$ cat src/rtl/jk_mod_counter_pkg.sv
// Shared constants for the JK-flop based modulo up/down counter.
package jk_mod_counter_pkg;

  localparam int unsigned DEFAULT_WIDTH   = 4;
  localparam int unsigned DEFAULT_MODULUS = 10;

  // JK next-state function, encoded as {j, k}
  typedef enum logic [1:0] {
    JK_HOLD   = 2'b00,
    JK_RESET  = 2'b01,
    JK_SET    = 2'b10,
    JK_TOGGLE = 2'b11
  } jk_op_t;

endpackage

$ cat src/rtl/jk_mod_counter_jk_cell.sv
// Single-bit JK flip-flop with asynchronous active-low reset.
module jk_cell
  import jk_mod_counter_pkg::*;
(
  input  logic clk,
  input  logic reset,
  input  logic j,
  input  logic k,
  output logic q
);

  jk_op_t op;

  assign op = jk_op_t'({j, k});

  always_ff @(posedge clk or negedge reset) begin
    if (!reset) begin
      q <= 1'b0;
    end else begin
      case (op)
        JK_HOLD:   q <= q;
        JK_RESET:  q <= 1'b0;
        JK_SET:    q <= 1'b1;
        JK_TOGGLE: q <= ~q;
        default:   q <= q;
      endcase
    end
  end

endmodule

$ cat src/rtl/jk_mod_counter.sv
// Modulo-MODULUS up/down counter with saturating parallel load, built from JK stages.
module jk_mod_counter
  import jk_mod_counter_pkg::*;
#(
  parameter int unsigned WIDTH   = DEFAULT_WIDTH,
  parameter int unsigned MODULUS = DEFAULT_MODULUS
) (
  input  logic             clk,
  input  logic             reset,
  input  logic             en,
  input  logic             up,
  input  logic             load,
  input  logic [WIDTH-1:0] din,
  output logic [WIDTH-1:0] q,
  output logic             tc
);

  localparam logic [WIDTH-1:0] MAX_VAL = WIDTH'(MODULUS - 1);
  localparam logic [WIDTH:0]   MOD_EXT = (WIDTH + 1)'(MODULUS);

  logic [WIDTH-1:0] j;
  logic [WIDTH-1:0] k;
  logic [WIDTH-1:0] load_tgt;
  logic             q_over;
  logic             at_max;
  logic             at_zero;

  assign load_tgt = ({1'b0, din} >= MOD_EXT) ? MAX_VAL : din;
  assign q_over   = ({1'b0, q} >= MOD_EXT);
  assign at_max   = (q == MAX_VAL);
  assign at_zero  = (q == '0);

  assign tc = !load && en && ((up && at_max) || (!up && at_zero));

  // Loads and wraps drive J/K straight at a target; ordinary steps toggle only changing bits
  always_comb begin
    j = '0;
    k = '0;
    if (load) begin
      j = load_tgt;
      k = ~load_tgt;
    end else if (en) begin
      if (up) begin
        if (at_max || q_over) begin
          j = '0;
          k = '1;
        end else begin
          j = q ^ (q + WIDTH'(1));
          k = q ^ (q + WIDTH'(1));
        end
      end else begin
        if (at_zero || q_over) begin
          j = MAX_VAL;
          k = ~MAX_VAL;
        end else begin
          j = q ^ (q - WIDTH'(1));
          k = q ^ (q - WIDTH'(1));
        end
      end
    end
  end

  for (genvar i = 0; i < int'(WIDTH); i++) begin : g_bit
    jk_cell u_cell (
      .clk   (clk),
      .reset (reset),
      .j     (j[i]),
      .k     (k[i]),
      .q     (q[i])
    );
  end

endmodule

$ cat config.mk
export PLATFORM = sky130hd
export DESIGN_NAME = jk_mod_counter
export DESIGN_NICKNAME = d
export VERILOG_FILES = /design/src/rtl/jk_mod_counter_pkg.sv /design/src/rtl/jk_mod_counter_jk_cell.sv /design/src/rtl/jk_mod_counter.sv
export SDC_FILE = /design/constraint.sdc
export NUM_CORES = 1
export LEC_CHECK = 0
export BUFFER_PORTS_ARGS = -buffer_cell sky130_fd_sc_hd__buf_4
export CAP_MARGIN = 40
export CORE_MARGIN = 5
export CORE_UTILIZATION = 35
export CTS_CLUSTER_DIAMETER = 40
export DETAILED_ROUTE_END_ITERATION = 6
export GPL_TIMING_DRIVEN = 1
export SLEW_MARGIN = 20
export SYNTH_ARGS = -nofsm -noshare
export SYNTH_HDL_FRONTEND = slang
export SYNTH_HIERARCHICAL = 1
export SYNTH_SLANG_ARGS = --single-unit
$ cat constraint.sdc
create_clock -name clk -period 6.7 [get_ports clk]
set_clock_uncertainty 0.2 [all_clocks]
set_input_delay 0.67 -clock clk [delete_from_list [all_inputs] [get_ports clk]]
set_output_delay 0.67 -clock clk [all_outputs]
set_load 0.005 [all_outputs]
### Word-level counts from Yosys, hierarchy flattened

Index checks and enable logic that the tools add are counted.

| word-level totals | value |
|---|---|
| bits in registers | 4 |
| input port bits | 9 |
| output and inout port bits | 5 |
| logic and storage cells | 57 |

| cells by class | value |
|---|---|
| $add $sub $neg | 2 |
| order comparisons | 2 |
| equal/unequal tests | 13 |
| muxes and demuxes | 15 |
| bitwise logic cells | 7 |
| reduce and logical (&&, ||, !) cells | 14 |

Operators by type and width:

| cell | count |
|---|---|
| 2-to-1 mux 4 bit | 11 |
| equality test 2 bit, second input constant | 8 |
| one-hot mux 1 bit (3 select lines) | 4 |
| equality test 2 x 1 -> 1 bit, second input constant | 4 |
| >= comparator 4 bit, second input constant | 2 |
| logical NOT 2 bit | 4 |
| bitwise XOR 4 bit | 2 |
| adder 4 x 1 -> 4 bit, second input constant | 1 |
| equality test 4 bit, second input constant | 1 |
| logical AND 1 bit | 4 |
| logical NOT 4 bit | 1 |
| NOT 1 bit | 4 |
| NOT 4 bit | 1 |
| subtractor 4 x 1 -> 4 bit, second input constant | 1 |
| logical OR 1 bit | 3 |
| logical NOT 1 bit | 2 |

### Depth between registers and ports, before layout

| depth | value |
|---|---|
| word-level depth | 8 |
| mapped depth | 8 |
| gate-level depth less buffers | 7 |

### Cells and area by module

Netlist, hierarchy kept.

Modules (own cells, without submodules):

| module | times used | cells an instance | area an instance (µm²) | seq. area each (µm²) |
|---|---|---|---|---|
| jk_mod_counter | 1 | 57 | 402.9 | 0.0 |
| jk_cell | 4 | 3 | 33.8 | 25.0 |

### Worst setup path after synthesis

OpenSTA, ideal clock, no wires.

| timing | value |
|---|---|
| path kind | reg2reg |
| start | register g_bit[0].u_cell.q |
| end | register g_bit[2].u_cell.q |
| arrival time | 1941 ps |
| path slack | 4482 ps |
| cell stages (with the launch flop) | 8 |
| buffers on the path | 0 |
| cell sequence | dfrtp_1 > inv_1 > ha_1 > or3_1 > a311o_1 > o31ai_2 > nor2_1 > a21oi_1 |

| between the ends | value |
|---|---|
| longest elaborated chain between the ends | 8 |
| elaborated cells between the ends (all ways) | 24 |

Ends and longest elaborated chain:

| element | RTL line | text |
|---|---|---|
| start, declared | jk_mod_counter_jk_cell.sv:9 | `output logic q` |
| start signal, assigned | jk_mod_counter_jk_cell.sv:21 | `JK_HOLD: q <= q;` |
| start signal, assigned | jk_mod_counter_jk_cell.sv:24 | `JK_TOGGLE: q <= ~q;` |
| start signal, assigned | jk_mod_counter_jk_cell.sv:25 | `default: q <= q;` |
| subtractor 4 x 1 -> 4 bit, or another cell as far along | jk_mod_counter.sv:56 | `j = q ^ (q - WIDTH'(1));` |
| bitwise XOR 4 bit, or another cell as far along | jk_mod_counter.sv:56 |  |
| 2-to-1 mux 4 bit (on tied branches) | jk_mod_counter.sv:52, jk_mod_counter.sv:44 |  |
| 2-to-1 mux 4 bit * | jk_mod_counter.sv:43 | `if (up) begin` |
| 2-to-1 mux 4 bit * | jk_mod_counter.sv:42 | `end else if (en) begin` |
| 2-to-1 mux 4 bit * | jk_mod_counter.sv:39 | `if (load) begin` |
| named net j[2] | jk_mod_counter.sv:21 | `logic [WIDTH-1:0] j;` |
| equality test 2 bit / equality test 2 x 1 -> 1 bit (equally long branches) | jk_mod_counter_jk_cell.sv:20 | `case (op)` |
| one-hot mux 1 bit (3 select lines) | jk_mod_counter_jk_cell.sv:20 |  |
| end signal, assigned | jk_mod_counter_jk_cell.sv:21 |  |
| end signal, assigned | jk_mod_counter_jk_cell.sv:24 |  |
| end signal, assigned | jk_mod_counter_jk_cell.sv:25 |  |
| end, declared | jk_mod_counter_jk_cell.sv:9 |  |

The timed path passes the listed nets; every way through them passes the cells marked *.
A chain may end at the register's enable or synchronous reset.

### Worst setup path in the final report

| timing | value |
|---|---|
| start | register g_bit[1].u_cell.q |
| end | output port tc |

| between the ends | value |
|---|---|
| longest elaborated chain between the ends | 4 |
| elaborated cells between the ends (all ways) | 6 |

Ends and longest elaborated chain:

| element | RTL line | text |
|---|---|---|
| start, declared | jk_mod_counter_jk_cell.sv:9 |  |
| start signal, assigned | jk_mod_counter_jk_cell.sv:21 |  |
| start signal, assigned | jk_mod_counter_jk_cell.sv:24 |  |
| start signal, assigned | jk_mod_counter_jk_cell.sv:25 |  |
| equality test 4 bit / logical NOT 4 bit (equally long branches) | jk_mod_counter.sv:30, jk_mod_counter.sv:31 |  |
| logical AND 1 bit | jk_mod_counter.sv:33 | `assign tc = !load && en && ((up && at_max) \|\| (!up && at_zero));` |
| logical OR 1 bit * | jk_mod_counter.sv:33 |  |
| logical AND 1 bit * | jk_mod_counter.sv:33 |  |
| end, declared | jk_mod_counter.sv:15 | `output logic tc` |

Every way passes the cells marked *; elsewhere a longest branch is shown, timed or not.

==> flow_summary.ini <==
[run_status]
outcome = complete, no violations

[synthesis]
ys_seq_elements = 4
syn_avg_cell_area_um2 = 7.80
synth_warnings = 6
syn_inst = 69
synthDistinctLibCells = 33
yosys.area.top_type = dfrtp_1
yosysSeqAreaShare_pct = 18.6
synth_top_area_share_pct = 18.6
synth_area_um2 = 538
synthTopCellsByArea = dfrtp_1 (19%), ha_1 (12%), a21oi_1 (3.7%)
synth_nets = 83

[power_and_ir_drop]
p_leak_nw = 0.287
power.internal_mw = 0.126
power.density_nw_per_um2 = 367
switching_share_pct = 47.5
combPwrFrac_pct = 59.2
finalPower_mw = 0.240
switchingPower_mw = 0.114
pwr-share-clk_pct = 11.8
seqPwrFrac_pct = 28.9
ir_worst_vdd_mv = 0.172

[sta]
timing_hold_violations_final = 0
setup_violations = 0
tns_ns = 0
finalCritPeriodShare_pct = 37.9
report.final.slew_viol_count = 0
grt_setup_unrepaired = no
max_freq_mhz = 394
holdWs_ns = 0.0288
period_needed_ns = 2.54
max-slew-margin-rel_pct = 61.6
worst_slew_pin_slew_ns = 0.569

[final_layout]
fillers = 154
diodes = 0
top_regs = g_bit.u_cell/q (4)
layout-drive-gt1-share_pct = 23.5
fin_nets = 97
area_growth_pct = 21.6
largest_register_ffs = 4
regMostFlops = g_bit.u_cell/q

[clock_tree]
cts_resized = 0
htree_levels = 1
clkLatencyLatePin_ns = 0.23
numCtsBuffers = 3
clock-sinks = 4
cts_tree = yes
cts_buffer_depth = 2
postCtsSetupRepairBufs = 0
clkTransAtPathRegs_ns = 0.04
clock-root-buffer = clkbuf_4
cts_hold_repair.buffers = 0

[route]
vias_per_cell = 5.60
drc = 0
antenna_left = 0
drtIter0Drc = 17
firstDrtPassIters = 4
drt_wl_total_mm = 1.32
vias = 543
wl_per_cell_um = 13.6

[critical_path]
max_stage_delay_ns = 0.57
ff2ff_setup_slack_ns = 4.27
crit_chain = inv_1, ha_1, nor3b_1, a31oi_1, nor3_1, buf_4
startpoint_type = flip-flop
critPathMaxFanout = 14
arrival_ns = 1.67
crit_required_ns = 5.83
crit_type = flip-flop to primary output
cpMaxStageDelayCell = dfrtp_1
end_kind = primary output

[floorplanning]
rows = 14
die_width_um = 49.2
io_pins = 14
die_area_um2 = 2420
initial_core_util_pct = 36.1
die_y_um = 49.2
core_area_um2 = 1490

[grt]
grt_pass1_vias = 522
grt_remaining_overflow = 0
grt_start_max_net_pins = 15
antenna_found_initial = 0
grtUsageTotal_pct = 11.5
grt_pass1_wl_mm = 2.26

[place]
gp_congestion = 0.817
place_hpwl_mm = 1.03
port_buffers = 13

[job]
drv.max_cap_violation_count = 0

[hold_path]
hold_path_class = input port to async pin
power by group through the flow:
stage	registers, mW	clock network, mW	logic, mW
after floorplan	0.0499	0	0.119
after global placement	0.0689	0	0.143
after detailed placement	0.0684	0	0.140
after CTS	0.0683	0.0302	0.141
after global routing	0.0740	0.0324	0.160
final	0.0694	0.0284	0.142
layout make-up:
| cell class | count | area (µm²) | share of cell area, % |
|---|---|---|---|
| well taps | 16 | 20.0 | 3.06 |
| repair buffers | 13 | 97.6 | 14.9 |
| flip-flops and latches | 4 | 100 | 15.3 |
| clock buffers | 3 | 22.5 | 3.44 |
| inverters | 5 | 18.8 | 2.87 |
| multi-input cells | 56 | 395 | 60.4 |
cells by family (layout without fill, tap and decap cells):
logic type / Yosys count / in the layout / synth area share, %
and+or+nand+nor: 28 / 28 / 29.5
AOI/OAI and AO/OA: 21 / 21 / 28.8
buffers and inverters: 9 / 21 / 7.91
adders and majority gates: 5 / 5 / 11.6
DFF: 4 / 4 / 18.6
xor gates and xnor gates: 1 / 1 / 1.63
muxes: 1 / 1 / 1.86
worst paths after layout:
check / from / endpoint / depth (start not counted)
worst min register to register: g_bit[0].u_cell/q$_DFFE_PN0P_ / g_bit[0].u_cell/q$_DFFE_PN0P_ / 1
min in group clk: g_bit[0].u_cell/q$_DFFE_PN0P_ / g_bit[0].u_cell/q$_DFFE_PN0P_ / 1
worst max register to register: g_bit[0].u_cell/q$_DFFE_PN0P_ / g_bit[2].u_cell/q$_DFFE_PN0P_ / 7
max in group asynchronous: reset / g_bit[1].u_cell/q$_DFFE_PN0P_ / 1
worst max-delay path: g_bit[1].u_cell/q$_DFFE_PN0P_ / tc / 6
worst min-delay path: reset / g_bit[0].u_cell/q$_DFFE_PN0P_ / 1
metal layers:
layer | share of wire (%) | track usage (%)
met1 | 50 | 16.0
met2 | 47 | 17.6
met3 | 2.7 | 1.83
met4 | 0 | 4.04
met5 | 0 | 0
synth_stat cells:
master    n
ha_1      5
inv_1     5
nand2_1   5
nor2_1    5
a21oi_1   4
dfrtp_1   4
nor2b_1   3
nor4_1    3
a22oi_1   2
a31oi_1   2
clkbuf_1  2
nand3b_1  2
nor3b_1   2
nor4b_1   2
o21ai_0   2
o22ai_1   2
o41ai_1   2
or3_1     2
a21boi_0  1
a311o_1   1
a31o_2    1
and3_1    1
buf_2     1
buf_6     1
mux2i_1   1
nand2b_1  1
nand4_1   1
nor3_1    1
o221a_2   1
o31a_1    1
o31ai_2   1
o32ai_1   1
xnor2_1   1
per-stage QoR:
step / std cells / setup WS (ns) / area, µm² / utilization, %
global placement: 94 / 4.26 / 632 / 42.4
detailed placement: 94 / 4.30 / 632 / 42.4
finish: 97 / 4.16 / 654 / 43.9
floorplan: 69 / 4.48 / 538 / -
CTS: 97 / 4.16 / 654 / 43.9
global route: 97 / 4.02 / 654 / 43.9
layout by cell type (no fill, tap or decap), types with 2 or more instances in the layout:
| cell | Yosys | routed |
|---|---|---|
| buf_4 | 0 | 13 |
| inv_1 | 5 | 5 |
| nand2_1 | 5 | 5 |
| nor2_1 | 5 | 5 |
| ha_1 | 5 | 5 |
| a21oi_1 | 4 | 4 |
| dfrtp_1 | 4 | 4 |
| nor4_1 | 3 | 3 |
| nor2b_1 | 3 | 3 |
| clkbuf_4 | 0 | 3 |
| o41ai_1 | 2 | 2 |
| nor3b_1 | 2 | 2 |
| or3_1 | 2 | 2 |
| nor4b_1 | 2 | 2 |
| nand3b_1 | 2 | 2 |
| a22oi_1 | 2 | 2 |
| o21ai_0 | 2 | 2 |
| o22ai_1 | 2 | 2 |
| a31oi_1 | 2 | 2 |
worst max-delay path: cells and delay by family, from the launching register on:
kind            cells  cell delay [ns]
compound gates      1             0.15
fa+ha+maj           1             0.22
buf+inv             2             0.29
simple gates        2             0.20
flops               1             0.57
No activity file was read; power rests on OpenSTA's default activity.
